### src/rtl/smbus_mailbox_avmm_bridge_if.sv
// rtl/smbus_mailbox_avmm_bridge_if.sv - SMBus PHY byte events and AVMM register port bundle
interface smbus_mailbox_avmm_bridge_if;
  logic        rx_start;
  logic        rx_rnw;
  logic        rx_stop;
  logic        rx_byte_valid;
  logic [7:0]  rx_byte;
  logic        ack_valid;
  logic        ack;
  logic        tx_byte_req;
  logic        tx_byte_valid;
  logic [7:0]  tx_byte;
  logic        avm_read;
  logic        avm_write;
  logic [7:0]  avm_address;
  logic [7:0]  avm_writedata;
  logic [31:0] avm_readdata;
  logic        avm_readdatavalid;
  logic        avm_waitrequest;
  logic        avm_invalid_cmd;

  // Bridge side: consumes PHY events, masters the register-file port.
  modport master (
    input  rx_start, rx_rnw, rx_stop, rx_byte_valid, rx_byte, tx_byte_req,
    input  avm_readdata, avm_readdatavalid, avm_waitrequest, avm_invalid_cmd,
    output ack_valid, ack, tx_byte_valid, tx_byte,
    output avm_read, avm_write, avm_address, avm_writedata
  );

  // Environment side: PHY plus register file.
  modport slave (
    output rx_start, rx_rnw, rx_stop, rx_byte_valid, rx_byte, tx_byte_req,
    output avm_readdata, avm_readdatavalid, avm_waitrequest, avm_invalid_cmd,
    input  ack_valid, ack, tx_byte_valid, tx_byte,
    input  avm_read, avm_write, avm_address, avm_writedata
  );
endinterface

### src/rtl/smbus_mailbox_avmm_bridge.sv
// rtl/smbus_mailbox_avmm_bridge.sv - SMBus target byte events to single-beat AVMM mailbox accesses
module smbus_mailbox_avmm_bridge #(
  parameter bit AUTO_INC     = 1'b1,
  parameter int WAIT_TIMEOUT = 255
) (
  input  logic                          clk,
  input  logic                          resetn,
  smbus_mailbox_avmm_bridge_if.master   bus
);

  typedef enum logic [2:0] {
    IDLE   = 3'd0,
    CMD    = 3'd1,
    WDATA  = 3'd2,
    WISSUE = 3'd3,
    RDY    = 3'd4,
    RISSUE = 3'd5,
    RWAIT  = 3'd6
  } state_t;

  // Last count value at which a stalled request is still allowed to be held.
  localparam logic [7:0] TMO_LAST = 8'(WAIT_TIMEOUT - 1);

  state_t     state, state_nxt;
  logic [7:0] ptr, ptr_nxt;
  logic [7:0] wdata_q, wdata_nxt;
  logic [7:0] tmo_cnt, tmo_nxt;
  logic [7:0] tx_byte_nxt;
  logic       ack_valid_nxt, ack_nxt, tx_valid_nxt;
  logic       stop_pend, start_pend, rnw_pend;
  logic       stop_pend_nxt, start_pend_nxt, rnw_pend_nxt;
  logic       issuing, accept, tmo_hit, in_flight, completing;
  logic       eff_stop, eff_start, eff_rnw;
  logic       unused_readdata;

  assign issuing   = (state == WISSUE) || (state == RISSUE);
  assign in_flight = issuing || (state == RWAIT);
  assign accept    = issuing && !bus.avm_waitrequest;
  assign tmo_hit   = issuing && bus.avm_waitrequest && (tmo_cnt == TMO_LAST);
  assign completing = ((state == WISSUE) && (accept || tmo_hit)) ||
                      ((state == RISSUE) && tmo_hit) ||
                      ((state == RWAIT) && bus.avm_readdatavalid);

  // Bus events seen during an in-flight access merge with any that arrive in
  // the completion cycle itself; the most recent of START/STOP wins.
  assign eff_stop  = bus.rx_stop || (stop_pend && !bus.rx_start);
  assign eff_start = !bus.rx_stop && (bus.rx_start || start_pend);
  assign eff_rnw   = bus.rx_start ? bus.rx_rnw : rnw_pend;

  assign unused_readdata = ^bus.avm_readdata[31:8];

  // State register.
  always_ff @(posedge clk or negedge resetn) begin
    if (!resetn) state <= IDLE;
    else         state <= state_nxt;
  end

  // Next-state logic.
  always_comb begin
    state_t done_target;
    if (eff_stop)       done_target = IDLE;
    else if (eff_start) done_target = eff_rnw ? RDY : CMD;
    else                done_target = (state == WISSUE) ? WDATA : RDY;

    state_nxt = state;
    case (state)
      IDLE:   if (bus.rx_start) state_nxt = bus.rx_rnw ? RDY : CMD;
      CMD:    if (bus.rx_stop) state_nxt = IDLE;
              else if (bus.rx_byte_valid) state_nxt = WDATA;
      WDATA:  if (bus.rx_stop) state_nxt = IDLE;
              else if (bus.rx_start) state_nxt = bus.rx_rnw ? RDY : CMD;
              else if (bus.rx_byte_valid) state_nxt = WISSUE;
      RDY:    if (bus.rx_stop) state_nxt = IDLE;
              else if (bus.rx_start) state_nxt = bus.rx_rnw ? RDY : CMD;
              else if (bus.tx_byte_req) state_nxt = RISSUE;
      WISSUE: if (completing) state_nxt = done_target;
      RISSUE: if (accept) state_nxt = RWAIT;
              else if (tmo_hit) state_nxt = done_target;
      RWAIT:  if (completing) state_nxt = done_target;
      default: state_nxt = IDLE;
    endcase
  end

  // Request outputs and next values of the pointer, data latch and PHY pulses.
  always_comb begin
    bus.avm_write     = (state == WISSUE);
    bus.avm_read      = (state == RISSUE);
    bus.avm_address   = ptr;
    bus.avm_writedata = wdata_q;

    ptr_nxt        = ptr;
    wdata_nxt      = wdata_q;
    ack_valid_nxt  = 1'b0;
    ack_nxt        = bus.ack;
    tx_valid_nxt   = 1'b0;
    tx_byte_nxt    = bus.tx_byte;
    tmo_nxt        = (issuing && bus.avm_waitrequest && !tmo_hit) ? tmo_cnt + 8'd1 : 8'd0;
    stop_pend_nxt  = 1'b0;
    start_pend_nxt = 1'b0;
    rnw_pend_nxt   = rnw_pend;

    case (state)
      CMD: if (bus.rx_byte_valid && !bus.rx_stop) begin
        ptr_nxt       = bus.rx_byte;
        ack_valid_nxt = 1'b1;
        ack_nxt       = 1'b1;
      end
      WDATA: if (bus.rx_byte_valid && !bus.rx_stop && !bus.rx_start) begin
        wdata_nxt = bus.rx_byte;
      end
      WISSUE: if (accept) begin
        ack_valid_nxt = !eff_stop;
        ack_nxt       = !bus.avm_invalid_cmd;
        if (AUTO_INC && !bus.avm_invalid_cmd) ptr_nxt = ptr + 8'd1;
      end else if (tmo_hit) begin
        ack_valid_nxt = !eff_stop;
        ack_nxt       = 1'b0;
      end
      RISSUE: if (tmo_hit) begin
        tx_valid_nxt = !eff_stop;
        tx_byte_nxt  = 8'hFF;
      end
      RWAIT: if (bus.avm_readdatavalid) begin
        tx_valid_nxt = !eff_stop;
        tx_byte_nxt  = bus.avm_readdata[7:0];
        if (AUTO_INC) ptr_nxt = ptr + 8'd1;
      end
      default: ;
    endcase

    if (in_flight && !completing) begin
      stop_pend_nxt  = eff_stop;
      start_pend_nxt = eff_start;
      if (bus.rx_start) rnw_pend_nxt = bus.rx_rnw;
    end
  end

  // Datapath and registered PHY-side outputs.
  always_ff @(posedge clk or negedge resetn) begin
    if (!resetn) begin
      ptr               <= 8'h00;
      wdata_q           <= 8'h00;
      tmo_cnt           <= 8'h00;
      stop_pend         <= 1'b0;
      start_pend        <= 1'b0;
      rnw_pend          <= 1'b0;
      bus.ack_valid     <= 1'b0;
      bus.ack           <= 1'b0;
      bus.tx_byte_valid <= 1'b0;
      bus.tx_byte       <= 8'h00;
    end else begin
      ptr               <= ptr_nxt;
      wdata_q           <= wdata_nxt;
      tmo_cnt           <= tmo_nxt;
      stop_pend         <= stop_pend_nxt;
      start_pend        <= start_pend_nxt;
      rnw_pend          <= rnw_pend_nxt;
      bus.ack_valid     <= ack_valid_nxt;
      bus.ack           <= ack_nxt;
      bus.tx_byte_valid <= tx_valid_nxt;
      bus.tx_byte       <= tx_byte_nxt;
    end
  end

endmodule

### src/flat_wrapper.sv
// flat-port wrapper written by rule: the top's interface ports become plain ports
module smbus_mailbox_avmm_bridge_flat 
#(
  parameter bit AUTO_INC     = 1'b1,
  parameter int WAIT_TIMEOUT = 255
)
  (clk, resetn, bus_rx_start, bus_rx_rnw, bus_rx_stop, bus_rx_byte_valid, bus_rx_byte, bus_tx_byte_req, bus_avm_readdata, bus_avm_readdatavalid, bus_avm_waitrequest, bus_avm_invalid_cmd, bus_ack_valid, bus_ack, bus_tx_byte_valid, bus_tx_byte, bus_avm_read, bus_avm_write, bus_avm_address, bus_avm_writedata);
  smbus_mailbox_avmm_bridge_if bus_i ();
  input  logic clk;
  input  logic resetn;
  input wire logic [$bits(bus_i.rx_start)-1:0] bus_rx_start;
  input wire logic [$bits(bus_i.rx_rnw)-1:0] bus_rx_rnw;
  input wire logic [$bits(bus_i.rx_stop)-1:0] bus_rx_stop;
  input wire logic [$bits(bus_i.rx_byte_valid)-1:0] bus_rx_byte_valid;
  input wire logic [$bits(bus_i.rx_byte)-1:0] bus_rx_byte;
  input wire logic [$bits(bus_i.tx_byte_req)-1:0] bus_tx_byte_req;
  input wire logic [$bits(bus_i.avm_readdata)-1:0] bus_avm_readdata;
  input wire logic [$bits(bus_i.avm_readdatavalid)-1:0] bus_avm_readdatavalid;
  input wire logic [$bits(bus_i.avm_waitrequest)-1:0] bus_avm_waitrequest;
  input wire logic [$bits(bus_i.avm_invalid_cmd)-1:0] bus_avm_invalid_cmd;
  output wire logic [$bits(bus_i.ack_valid)-1:0] bus_ack_valid;
  output wire logic [$bits(bus_i.ack)-1:0] bus_ack;
  output wire logic [$bits(bus_i.tx_byte_valid)-1:0] bus_tx_byte_valid;
  output wire logic [$bits(bus_i.tx_byte)-1:0] bus_tx_byte;
  output wire logic [$bits(bus_i.avm_read)-1:0] bus_avm_read;
  output wire logic [$bits(bus_i.avm_write)-1:0] bus_avm_write;
  output wire logic [$bits(bus_i.avm_address)-1:0] bus_avm_address;
  output wire logic [$bits(bus_i.avm_writedata)-1:0] bus_avm_writedata;
  assign bus_i.rx_start = bus_rx_start;
  assign bus_i.rx_rnw = bus_rx_rnw;
  assign bus_i.rx_stop = bus_rx_stop;
  assign bus_i.rx_byte_valid = bus_rx_byte_valid;
  assign bus_i.rx_byte = bus_rx_byte;
  assign bus_i.tx_byte_req = bus_tx_byte_req;
  assign bus_i.avm_readdata = bus_avm_readdata;
  assign bus_i.avm_readdatavalid = bus_avm_readdatavalid;
  assign bus_i.avm_waitrequest = bus_avm_waitrequest;
  assign bus_i.avm_invalid_cmd = bus_avm_invalid_cmd;
  assign bus_ack_valid = bus_i.ack_valid;
  assign bus_ack = bus_i.ack;
  assign bus_tx_byte_valid = bus_i.tx_byte_valid;
  assign bus_tx_byte = bus_i.tx_byte;
  assign bus_avm_read = bus_i.avm_read;
  assign bus_avm_write = bus_i.avm_write;
  assign bus_avm_address = bus_i.avm_address;
  assign bus_avm_writedata = bus_i.avm_writedata;
  smbus_mailbox_avmm_bridge #(.AUTO_INC(AUTO_INC), .WAIT_TIMEOUT(WAIT_TIMEOUT)) u_core (.clk(clk), .resetn(resetn), .bus(bus_i));
endmodule
### config.mk
export PLATFORM = sky130hd
export DESIGN_NAME = smbus_mailbox_avmm_bridge_flat
export DESIGN_NICKNAME = d
export VERILOG_FILES = /design/src/rtl/smbus_mailbox_avmm_bridge_if.sv /design/src/rtl/smbus_mailbox_avmm_bridge.sv /design/src/flat_wrapper.sv
export SDC_FILE = /design/constraint.sdc
export NUM_CORES = 1
export LEC_CHECK = 0
export ABC_AREA = 1
export CAP_MARGIN = 20
export CORE_MARGIN = 2
export CORE_UTILIZATION = 46
export CTS_CLUSTER_DIAMETER = 100
export CTS_CLUSTER_SIZE = 10
export DETAILED_ROUTE_END_ITERATION = 10
export PLACE_DENSITY = 0.86
export SETUP_SLACK_MARGIN = 0.15
export SKIP_LAST_GASP = 1
export SYNTH_ARGS = -nofsm -noshare
export SYNTH_HDL_FRONTEND = slang
export SYNTH_SLANG_ARGS = --single-unit
### constraint.sdc
create_clock -name clk -period 1.74 [get_ports clk]
set_input_delay 0.348 -clock clk [delete_from_list [all_inputs] [get_ports clk]]
set_output_delay 0.348 -clock clk [all_outputs]
set_load 0.01 [all_outputs]
==> Word-level counts from Yosys, hierarchy flattened <==
Index checks and enable logic that the tools add are counted.
{ "word_totals": {"register_bits": 41, "word_cells": 108} }
{ "op_classes": {"addsub": 2, "eq_ne": 19, "muxes": 40, "reduce_logical": 36} }
{ "op_table": {"columns": ["cell", "count"], "rows": [
  ["$mux W8", 7],
  ["$mux W3", 17],
  ["$pmux W8 S3", 1],
  ["$pmux W3 S6", 1],
  ["$add A8 B1 Y8 const B", 2],
  ["$pmux W8 S2", 1],
  ["$logic_and A1 B1 Y1", 12],
  ["$mux W1", 10],
  ["$eq A3 B3 Y1 const B", 3],
  ["$eq A8 B8 Y1 const B", 1],
  ["$ne A2 B1 Y1 const B", 4],
  ["$ne A4 B4 Y1 const B", 2],
  ["$logic_not A1 Y1", 7],
  ["$logic_or A1 B1 Y1", 7],
  ["$eq A3 B2 Y1 const B", 2],
  ["$ne A2 B2 Y1 const B", 3],
  ["$ne A3 B1 Y1 const B", 2],
  ["$pmux W1 S2", 3],
  ["$reduce_and A3 Y1", 2],
  ["$reduce_and A6 Y1", 1],
  ["$reduce_and A5 Y1", 1],
  ["$reduce_bool A2 Y1", 2],
  ["$eq A3 B1 Y1 const B", 1],
  ["$logic_not A3 Y1", 1],
  ["4 further kinds", 4]
]} }

==> Longest topological paths before layout <==
Gate-level depths: netlist of the first run.
{ "logic_depth": {"word_depth": 11, "depth_mapped": 11, "depth_no_buf": 11} }

==> Least setup slack after synthesis of the first run <==
Ideal clock, no wire load.
{ "synth_timing": {"kind": "flip-flop to flip-flop", "from": "register u_core.tmo_cnt[0]", "to": "register u_core.rnw_pend", "setup_ns": 0.124, "t_arrival_ns": 1.284, "setup_slack_ns": 0.332, "stages_incl_launch_ff": 11, "path_buffers": 0, "cell_sequence": "dfrtp_1 > inv_1 > ha_1 > nand2_1 > nor2_1 > nand2_2 > nor2_4 > nor2_4 > o211ai_2 > nand2_1 > o21ai_1"} }
{ "synth_via": {"elab_chain_len": 8, "word_cells_on_any_way": 9} }
{ "synth_lines": {"columns": ["element", "line", "text"], "rows": [
  ["from (decl)", "smbus_mailbox_avmm_bridge.sv:27", "logic [7:0] tmo_cnt, tmo_nxt;"],
  ["from (signal assigned)", "smbus_mailbox_avmm_bridge.sv:154", "tmo_cnt <= tmo_nxt;"],
  ["$eq A8 B8 Y1 *", "smbus_mailbox_avmm_bridge.sv:39", "assign tmo_hit = issuing && bus.avm_waitrequest && (tmo_cnt == TMO_LAST);"],
  ["$logic_and A1 B1 Y1 *", "smbus_mailbox_avmm_bridge.sv:39", null],
  ["$logic_or A1 B1 Y1", "smbus_mailbox_avmm_bridge.sv:40", "assign completing = ((state == WISSUE) && (accept || tmo_hit)) ||"],
  ["$logic_and A1 B1 Y1", "smbus_mailbox_avmm_bridge.sv:40", null],
  ["$logic_or A1 B1 Y1 *", "smbus_mailbox_avmm_bridge.sv:40", null],
  ["$logic_or A1 B1 Y1 *", "smbus_mailbox_avmm_bridge.sv:41", "((state == RISSUE) && tmo_hit) ||"],
  ["$logic_not A1 Y1 *", "smbus_mailbox_avmm_bridge.sv:131", "if (in_flight && !completing) begin"],
  ["$logic_and A1 B1 Y1 *", "smbus_mailbox_avmm_bridge.sv:131", null],
  ["to (signal assigned)", "smbus_mailbox_avmm_bridge.sv:157", "rnw_pend <= rnw_pend_nxt;"],
  ["to (decl)", "smbus_mailbox_avmm_bridge.sv:30", "logic stop_pend, start_pend, rnw_pend;"]
]} }
Mark *: on every way between the ends. The rest lies on a longest branch, timed or not.
A chain may end at the register's enable or synchronous reset.

==> Worst setup path in the final report of the first run <==
{ "layout_timing": {"from": "register u_core.state[1]", "to": "register u_core.ptr[0], in the netlist u_core.bus.avm_address[0]"} }
{ "layout_via": {"elab_chain_len": 5, "word_cells_on_any_way": 13} }
{ "layout_lines": {"columns": ["element", "line", "text"], "rows": [
  ["from (decl)", "smbus_mailbox_avmm_bridge.sv:24", "state_t state, state_nxt;"],
  ["from (signal assigned)", "smbus_mailbox_avmm_bridge.sv:55", "else state <= state_nxt;"],
  ["$eq A3 B2 Y1 / $eq A3 B3 Y1 (equally long branches)", "smbus_mailbox_avmm_bridge.sv:36, smbus_mailbox_avmm_bridge.sv:102", null],
  ["$logic_or A1 B1 Y1", "smbus_mailbox_avmm_bridge.sv:36", "assign issuing = (state == WISSUE) || (state == RISSUE);"],
  ["$logic_and A1 B1 Y1", "smbus_mailbox_avmm_bridge.sv:38", "assign accept = issuing && !bus.avm_waitrequest;"],
  ["$ne A2 B1 Y1 (no source line)", null, null],
  ["$reduce_and A5 Y1 (no source line)", null, null],
  ["to (signal assigned)", "smbus_mailbox_avmm_bridge.sv:152", "ptr <= ptr_nxt;"],
  ["to (decl)", "smbus_mailbox_avmm_bridge.sv:25", "logic [7:0] ptr, ptr_nxt;"]
]} }
Parallel ways exist; a longest one is shown, timed or not.

==> summary.md, run 1 <==
| Metric | Value |
|---|---|
| Status | `complete, no violations` |
| Most used DFF post-synth | `dfrtp_1` |
| Startpoint Class | `flop` |
| Leak | `1.767 nW` |
| Pins Over Slew Limit | `0` |
| Async set-or-reset flop fraction in the synthesized netlist | `100.0%` |
| Fmax | `0.6238 GHz` |
| Via density | `4.989` |
| Top-count cell post-synth | `nand2_1` |
| Die Height | `75.70 um` |
| H-tree depth | `2` |
| Hold Buf Count CTS | `0` |
| Top post-synthesis cells by area | `dfrtp_1 43%, nand2_1 12%, nor2_1 6.0%` |
| Most used routing layer | `met2` |
| Vias in the first global route | `between 1500 and 2000` |
| P&R area growth vs syn | `45.45%` |
| Peak supply drop | `around 0.73 mV` |
| RSZ-0062 raised after global routing | `yes` |
| Clock slew seen by the registers of the worst setup and hold paths | `0.08 ns` |
| Fin crit period | `1.603 ns` |
| Nets@finish | `427` |
| Post-DP HPWL | `3940 um` |
| Post-synthesis sequential area ratio | `a little over two fifths` |
| Remaining antenna violation count | `0` |
| Final Hold Fails | `0` |
| CTS root buffer | `clkbuf_8` |
| CTS tree | `yes` |
| Synth Register Bits | `41` |
| Synth unique cells | `34` |
| CP Data Arrival Time | `approximately 1.8 ns` |
| Initial Utilization | `46.90%` |
| Num CTS Buffers | `5` |
| Core box area | `between 0.005 and 0.006 mm^2` |
| Design Area, Final | `0.003440 mm^2` |
| Placed cell area | `0.003052 mm^2` |
| Type of the most critical hold path | `primary input to asynchronous set/reset pin` |
| Critical path class | `flop to flop` |
| Total nets after synthesis | `approximately 340` |
| Period utilization | `92.13%` |
| Routed via count | `2220` |
| Row count | `26` |
| Final wirelength | `approximately 5900 um` |
| Routing usage on met2 | `around 34%` |
| Grt ovf | `0` |
| CP Capture Type | `flop` |
| Top Ports | `79` |
| Synth area leader | `dfrtp_1` |
| Die Wd | `75.70 um` |
| Setup violators final | `0` |
| Worst slew pin tran | `0.5104 ns` |
| DR WL/cell | `13.34 um` |
| Cells after DPL | `418` |
| Largest net degree at the start of global routing | `42` |
| Total GRT Usage | `19.60%` |
| # diodes | `0` |
| Ys Warns | `0` |
| Global Route met3 Usage | `under 10%` |
| Final core utilization | `between 60% and 70%` |
| Power Dens Cells | `1454 mW/mm^2` |
| Final Non-Filler Cells | `445` |
| Initial antenna violation count | `0` |
| Clock latency on the worst-skew pair | `between 0.2 and 0.3 ns` |
| Layout cell share with drive strength beyond 1 | `a little over a quarter` |
| Die Area | `0.005730 mm^2` |
| Cells after Synth | `285` |
| DR iter-0 viols | `136` |
| Worst clock skew | `0.005749 ns` |
| Port Buffers | `54` |
| Share of the synthesized area in the top cell type | `between 40% and 50%` |
| Max Cap Viol | `0` |
| Synth Area per Inst | `between 8 and 9 um^2` |
| Critical Path RT | `1.98 ns` |
| Setup TNS | `0 ns` |
| GP Congestion | `between 0.9 and 1` |
| Post-synth EDFFs | `0` |
| Grt met1 use | `23.73%` |
| Num Clock Sinks | `41` |
| Final hold slack | `approximately 0.11 ns` |
| Post-route DRC | `0` |
| Mapped cell area | `between 0.002 and 0.0025 mm^2` |
| Synth cell count leaders | `74 x nand2_1, 41 x dfrtp_1, 38 x nor2_1, 21 x inv_1, 13 x o21ai_0` |
| DR pass1 iterations | `4` |
| First-pass GRT wire length | `8452 um` |
| Crit-path max FO | `11` |
| Slew HR | `65.98%` |
| CTS max path bufs | `2` |
## layout by cell type (no fill, tap or decap), types with 3 or more instances in the layout
master and count:
nand2_1 71, dfrtp_1 38, clkdlybuf4s50_1 36, nor2_1 34
buf_4 27, inv_1 21, dlymetal6s2s_1 12, nand3_1 10
o21ai_0 9, o21ai_1 9, nand2_4 8, o21ai_2 8
buf_6 7, nor2_2 6, xor2_1 6, nor3_1 6
clkbuf_8 6, nor2_4 5, a21oi_1 4, inv_4 4
nand3_4 3, nand2_2 3, o211ai_1 3, a31oi_1 3
mux2_2 3, dlygate4sd2_1 3, dfrtp_2 3
## report_power, final
part           switching [mW]  internal (mW)  total [mW]
Sequential              0.198           1.29        1.49
Clock                   0.328          0.468       0.795
Combinational            1.39           1.33        2.72
Total                    1.91           3.09        5.00
## area by class of cell
cell class,instances,area [um^2]
clock buffers,7,86.33
flip-flops and latches,41,1030
repair buffers,89,858.3
well taps,70,87.58
multi-input cells,209,1227
inverters,28,120.1
clock inverters,1,30.03
fillers,385,1603
## critical path: stages (launching register included)
cell and delay [ns]:
dfrtp_2 0.41, buf_4 0.15, buf_4 0.16, nand3_4 0.13
inv_4 0.06, nor2_4 0.12, buf_6 0.16, nand2_1 0.07
o21ai_0 0.10, nand2_1 0.10, nand2_1 0.09
## flip-flops by register name, indices dropped and copies added, names as in the netlist
name	count
u_core.start_pend	1
u_core.bus.ack_valid	1
u_core.stop_pend	1
u_core.rnw_pend	1
u_core.bus.avm_address	8
u_core.bus.tx_byte	8
u_core.bus.tx_byte_valid	1
u_core.bus.avm_writedata	8
u_core.tmo_cnt	8
u_core.state	3
u_core.bus.ack	1
## stage by stage
step | power [mW] | setup WS (ns)
floorplan | 2.908 | 0.3321
global placement | 3.767 | -0.04425
detailed placement | 3.839 | -0.07374
CTS | 4.761 | 0.01837
global route | 5.319 | 0.06571
finish | 5.001 | 0.1370
## final timing paths
check / start / end / slack (ns) / cells after the start
max in group asynchronous: resetn / u_core.state[2] / 1.26 / 2
min in group clk: u_core.bus.tx_byte[6] / u_core.bus.tx_byte[6] / 0.49 / 2
hold / removal: resetn / u_core.tmo_cnt[3] / 0.11 / 2
setup / recovery: u_core.state[1] / u_core.bus.avm_address[0] / 0.14 / 10
hold reg to reg: u_core.bus.tx_byte[6] / u_core.bus.tx_byte[6] / 0.49 / 2
setup reg to reg: u_core.state[1] / u_core.bus.avm_address[0] / 0.14 / 10
## cell families after synthesis
family                     synth area share, %
AOI/OAI and AO/OA                        10.85
buffers and inverters                    7.672
DFF                                      43.39
and+or+nand+nor                          32.49
adders and majority gates                1.587
xor gates and xnor gates                 2.593
muxes                                    1.428
## layer usage
metal / share of wire (%) / wire length, um
met1: 41 / 2456
met2: 53 / 3150
met3: 4.6 / 271
met4: 0.96 / 57
met5: 0 / 0
## timing repair
item                                   CTS  global route
setup endpoints to repair               27            42
buffers inserted                         9            10
pin swaps                                1            10
gates resized for setup                 11            45
endpoints found under the hold margin    0             0
(Power assumes the default switching activity.)
==> inputs of run 2 (changes only) <==
--- a/config.mk
+++ b/config.mk
@@ -6,8 +6,7 @@
 export NUM_CORES = 1
 export LEC_CHECK = 0
 export ABC_AREA = 1
-export CAP_MARGIN = 20
-export CORE_MARGIN = 2
+export CAP_MARGIN = 40
 export CORE_UTILIZATION = 46
 export CTS_CLUSTER_DIAMETER = 100
 export CTS_CLUSTER_SIZE = 10
==> run 2 against run 1 <==
  * Die area fell by 5.2%
  * Total power fell by 0.18%
  * Sequential share of layout area rose by 0.30 points
  * Flip-flop and latch count did not move
  * Final cell count fell by 1.6%
  * Design area fell by 0.98%
  * Combinational power barely moved
  * Critical path type unchanged
==> summary.md, run 2 (synthesis gave the netlist of run 1 again) <==
| Metric | Value |
|---|---|
| Status | `complete, no violations` |
| Routed via count | `2199 (-0.95%)` |
| Setup ws final | `0.1581 ns (+0.02103 ns)` |
| Power Total | `4.992 mW (-0.18%)` |
| Fillers | `360 (-6.5%)` |
| Setup TNS | `0 ns (unchanged)` |
| DR WL/cell | `12.68 um (-4.9%)` |
| # diodes | `0 (unchanged)` |
| Peak supply drop | `0.7333 mV (+0.31%)` |
| Critical path buffer and inverter count | `4 (unchanged)` |
| Slew HR | `66.56% (+0.58 points)` |
| Power Dens Cells | `1466 mW/mm^2 (+0.81%)` |
| Pins Over Slew Limit | `0 (unchanged)` |
| Top Ports | `79 (unchanged)` |
| CTS max path bufs | `2 (unchanged)` |
| Post-route DRC | `0 (unchanged)` |
| Die Area | `0.005432 mm^2 (-5.2%)` |
| Setup violators final | `0 (unchanged)` |
| Setup slack at placement | `-0.06645 ns (+0.007288 ns)` |
| Critical path's most frequent cell | `buf_6` |
| First-pass GRT wire length | `9032 um (+6.9%)` |
| Worst clock skew | `0.006966 ns (+0.001218 ns)` |
| Largest net degree at the start of global routing | `23 (-45%)` |
| Die Wd | `73.70 um (-2.6%)` |
| Vias in the first global route | `2058 (+3.2%)` |
| Final Hold Fails | `0 (unchanged)` |
| RR Startpoint | `u_core.state[1]` |
| Fmax | `0.6321 GHz (+1.3%)` |
| Post-DP HPWL | `3972 um (+0.82%)` |
| Port Buffers | `54 (unchanged)` |
| Num Clock Sinks | `41 (unchanged)` |
| Final wirelength | `5554 um (-6.4%)` |
| R2R Setup Slk | `0.16 ns (+0.02 ns)` |
| Type of the most critical hold path | `primary input to asynchronous set/reset pin` |
| Critical path's top delay family | `flip-flops` |
| Total GRT Usage | `21.54% (+1.9 points)` |
| Row count | `25 (-3.8%)` |
| Remaining antenna violation count | `0 (unchanged)` |
| RSZ-0062 raised after global routing | `yes` |
| Clock slew seen by the registers of the worst setup and hold paths | `0.08 ns (about the same)` |
| CP Data Arrival Time | `1.80 ns (-0.04 ns)` |
| Clock latency on the worst-skew pair | `0.29 ns (about the same)` |
| DR pass1 iterations | `4 (unchanged)` |
| R2R Path End | `u_core.rnw_pend` |
| P&R area growth vs syn | `44.02%` |
| DR iter-0 viols | `99 (-27%)` |
| Worst path depth | `9 (-1)` |
| CP Capture Type | `flop` |
| Die Height | `73.70 um (-2.6%)` |
| Worst Reg-to-Reg Cells | `9 (-1)` |
| Worst-path cell chain | `buf_6 -> buf_6 -> nand3_4 -> inv_4 -> nor2_4 -> clkinv_4 -> o211ai_4 -> nand2_1 -> o21ai_2` |
| Initial Utilization | `48.77% (+1.9 points)` |
| Fin crit period | `1.582 ns (-0.02103 ns)` |
| Core box area | `0.004848 mm^2 (-3.8%)` |
| Num CTS Buffers | `5 (unchanged)` |
| H-tree depth | `2 (unchanged)` |
| Hold Buf Count CTS | `0 (unchanged)` |
| Most frequent cells in the layout | `72 x nand2_1, 43 x clkdlybuf4s50_1, 38 x dfrtp_1, 34 x nor2_1, 21 x inv_1` |
| Period utilization | `90.92% (-1.2 points)` |
| Slowest library cell on the worst path | `dfrtp_2` |
| Layout cell share with drive strength beyond 1 | `25.61% (-0.53 points)` |
| Startpoint Class | `flop` |
| Critical path class | `flop to flop` |
| Critical Path RT | `1.96 ns (-0.02 ns)` |
| Most common cell after layout, fill and taps aside | `nand2_1` |
| Via density | `5.021 (+0.64%)` |
| Worst slew pin tran | `0.5016 ns (-0.008752 ns)` |
| CTS tree | `yes` |
| GP Congestion | `0.8652 (-5.4%)` |
| Initial antenna violation count | `0 (unchanged)` |
| CP Capture Point | `u_core.rnw_pend` |
| Nets@finish | `424 (-0.70%)` |
| Max incr delay on CP | `0.42 ns (about the same)` |
| Crit-path max FO | `4 (-7)` |
| Worst Setup SP | `u_core.state[1]` |
| Grt ovf | `0 (unchanged)` |
| Leak | `1.671 nW (-5.4%)` |
| Max Cap Viol | `0 (unchanged)` |
| CTS root buffer | `clkbuf_8` |
| Final core utilization | `70.25% (+2.0 points)` |
==> run 2: changes by cell type in the layout (fill, tap and decap cells not counted), moves of 3 or more <==
| cell | previous run | this run |
|---|---|---|
| buf_4 | 27 | 20 |
| dlymetal6s2s_1 | 12 | 5 |
| buf_12 | 1 | 4 |
| o21ai_1 | 9 | 6 |
| clkdlybuf4s50_1 | 36 | 43 |
==> run 2: worst min path at each step <==
stage	from	slack (ns)	endpoint
final	resetn	0.01	u_core.start_pend
after CTS	resetn	0.01	u_core.bus.tx_byte[0]
after floorplan	resetn	0.05	u_core.bus.ack
after detailed placement	resetn	0.34	u_core.start_pend
after global routing	resetn	0.03	u_core.start_pend
after global placement	resetn	0.33	u_core.rnw_pend
==> run 2: report_power, final <==
| part | switching (mW) | internal (mW) |
|---|---|---|
| Sequential | 0.209 | 1.29 |
| Clock | 0.324 | 0.417 |
| Combinational | 1.38 | 1.37 |
==> run 2: cell type report <==
type                       instances  area, um^2  area share [%]
timing repair buffer              86       858.3           25.20
clock buffer                       5       68.82           2.021
sequential                        41        1030           30.24
multi-input combinational        209        1210           35.53
clock inverter                     2       35.03           1.029
inverter                          28       120.1           3.527
tap                               67       83.83           2.461
==> run 2: stage by stage <==
| stage | std cells | cell area (um^2) | hold slack [ns] |
|---|---|---|---|
| 2_1_floorplan | 285 | 2365 | 0.05241 |
| 3_3_place_gp | 416 | 3068 | 0.3312 |
| 3_5_place_dp | 416 | 3068 | 0.3357 |
| 4_1_cts | 431 | 3234 | 0.01303 |
| 5_1_grt | 438 | 3406 | 0.03126 |
| 6_report | 438 | 3406 | 0.01467 |
==> run 2: routing by layer <==
layer | up-vias | share of wire (%) | GRT usage [%]
li1 | 1085 | - | -
met1 | 1033 | 43 | 27.50
met2 | 71 | 49 | 35.98
met3 | 10 | 6.4 | 6.859
met4 | 0 | 0.97 | 4.060
met5 | - | 0 | 0
==> run 2: timing repair <==
| item | in CTS | in global routing |
|---|---|---|
| setup endpoints to repair | 21 | 28 |
| setup buffers | 8 | 7 |
| gates resized for setup | 9 | 33 |
| pin swaps | 2 | 13 |
| endpoints found under the hold margin | 0 | 0 |
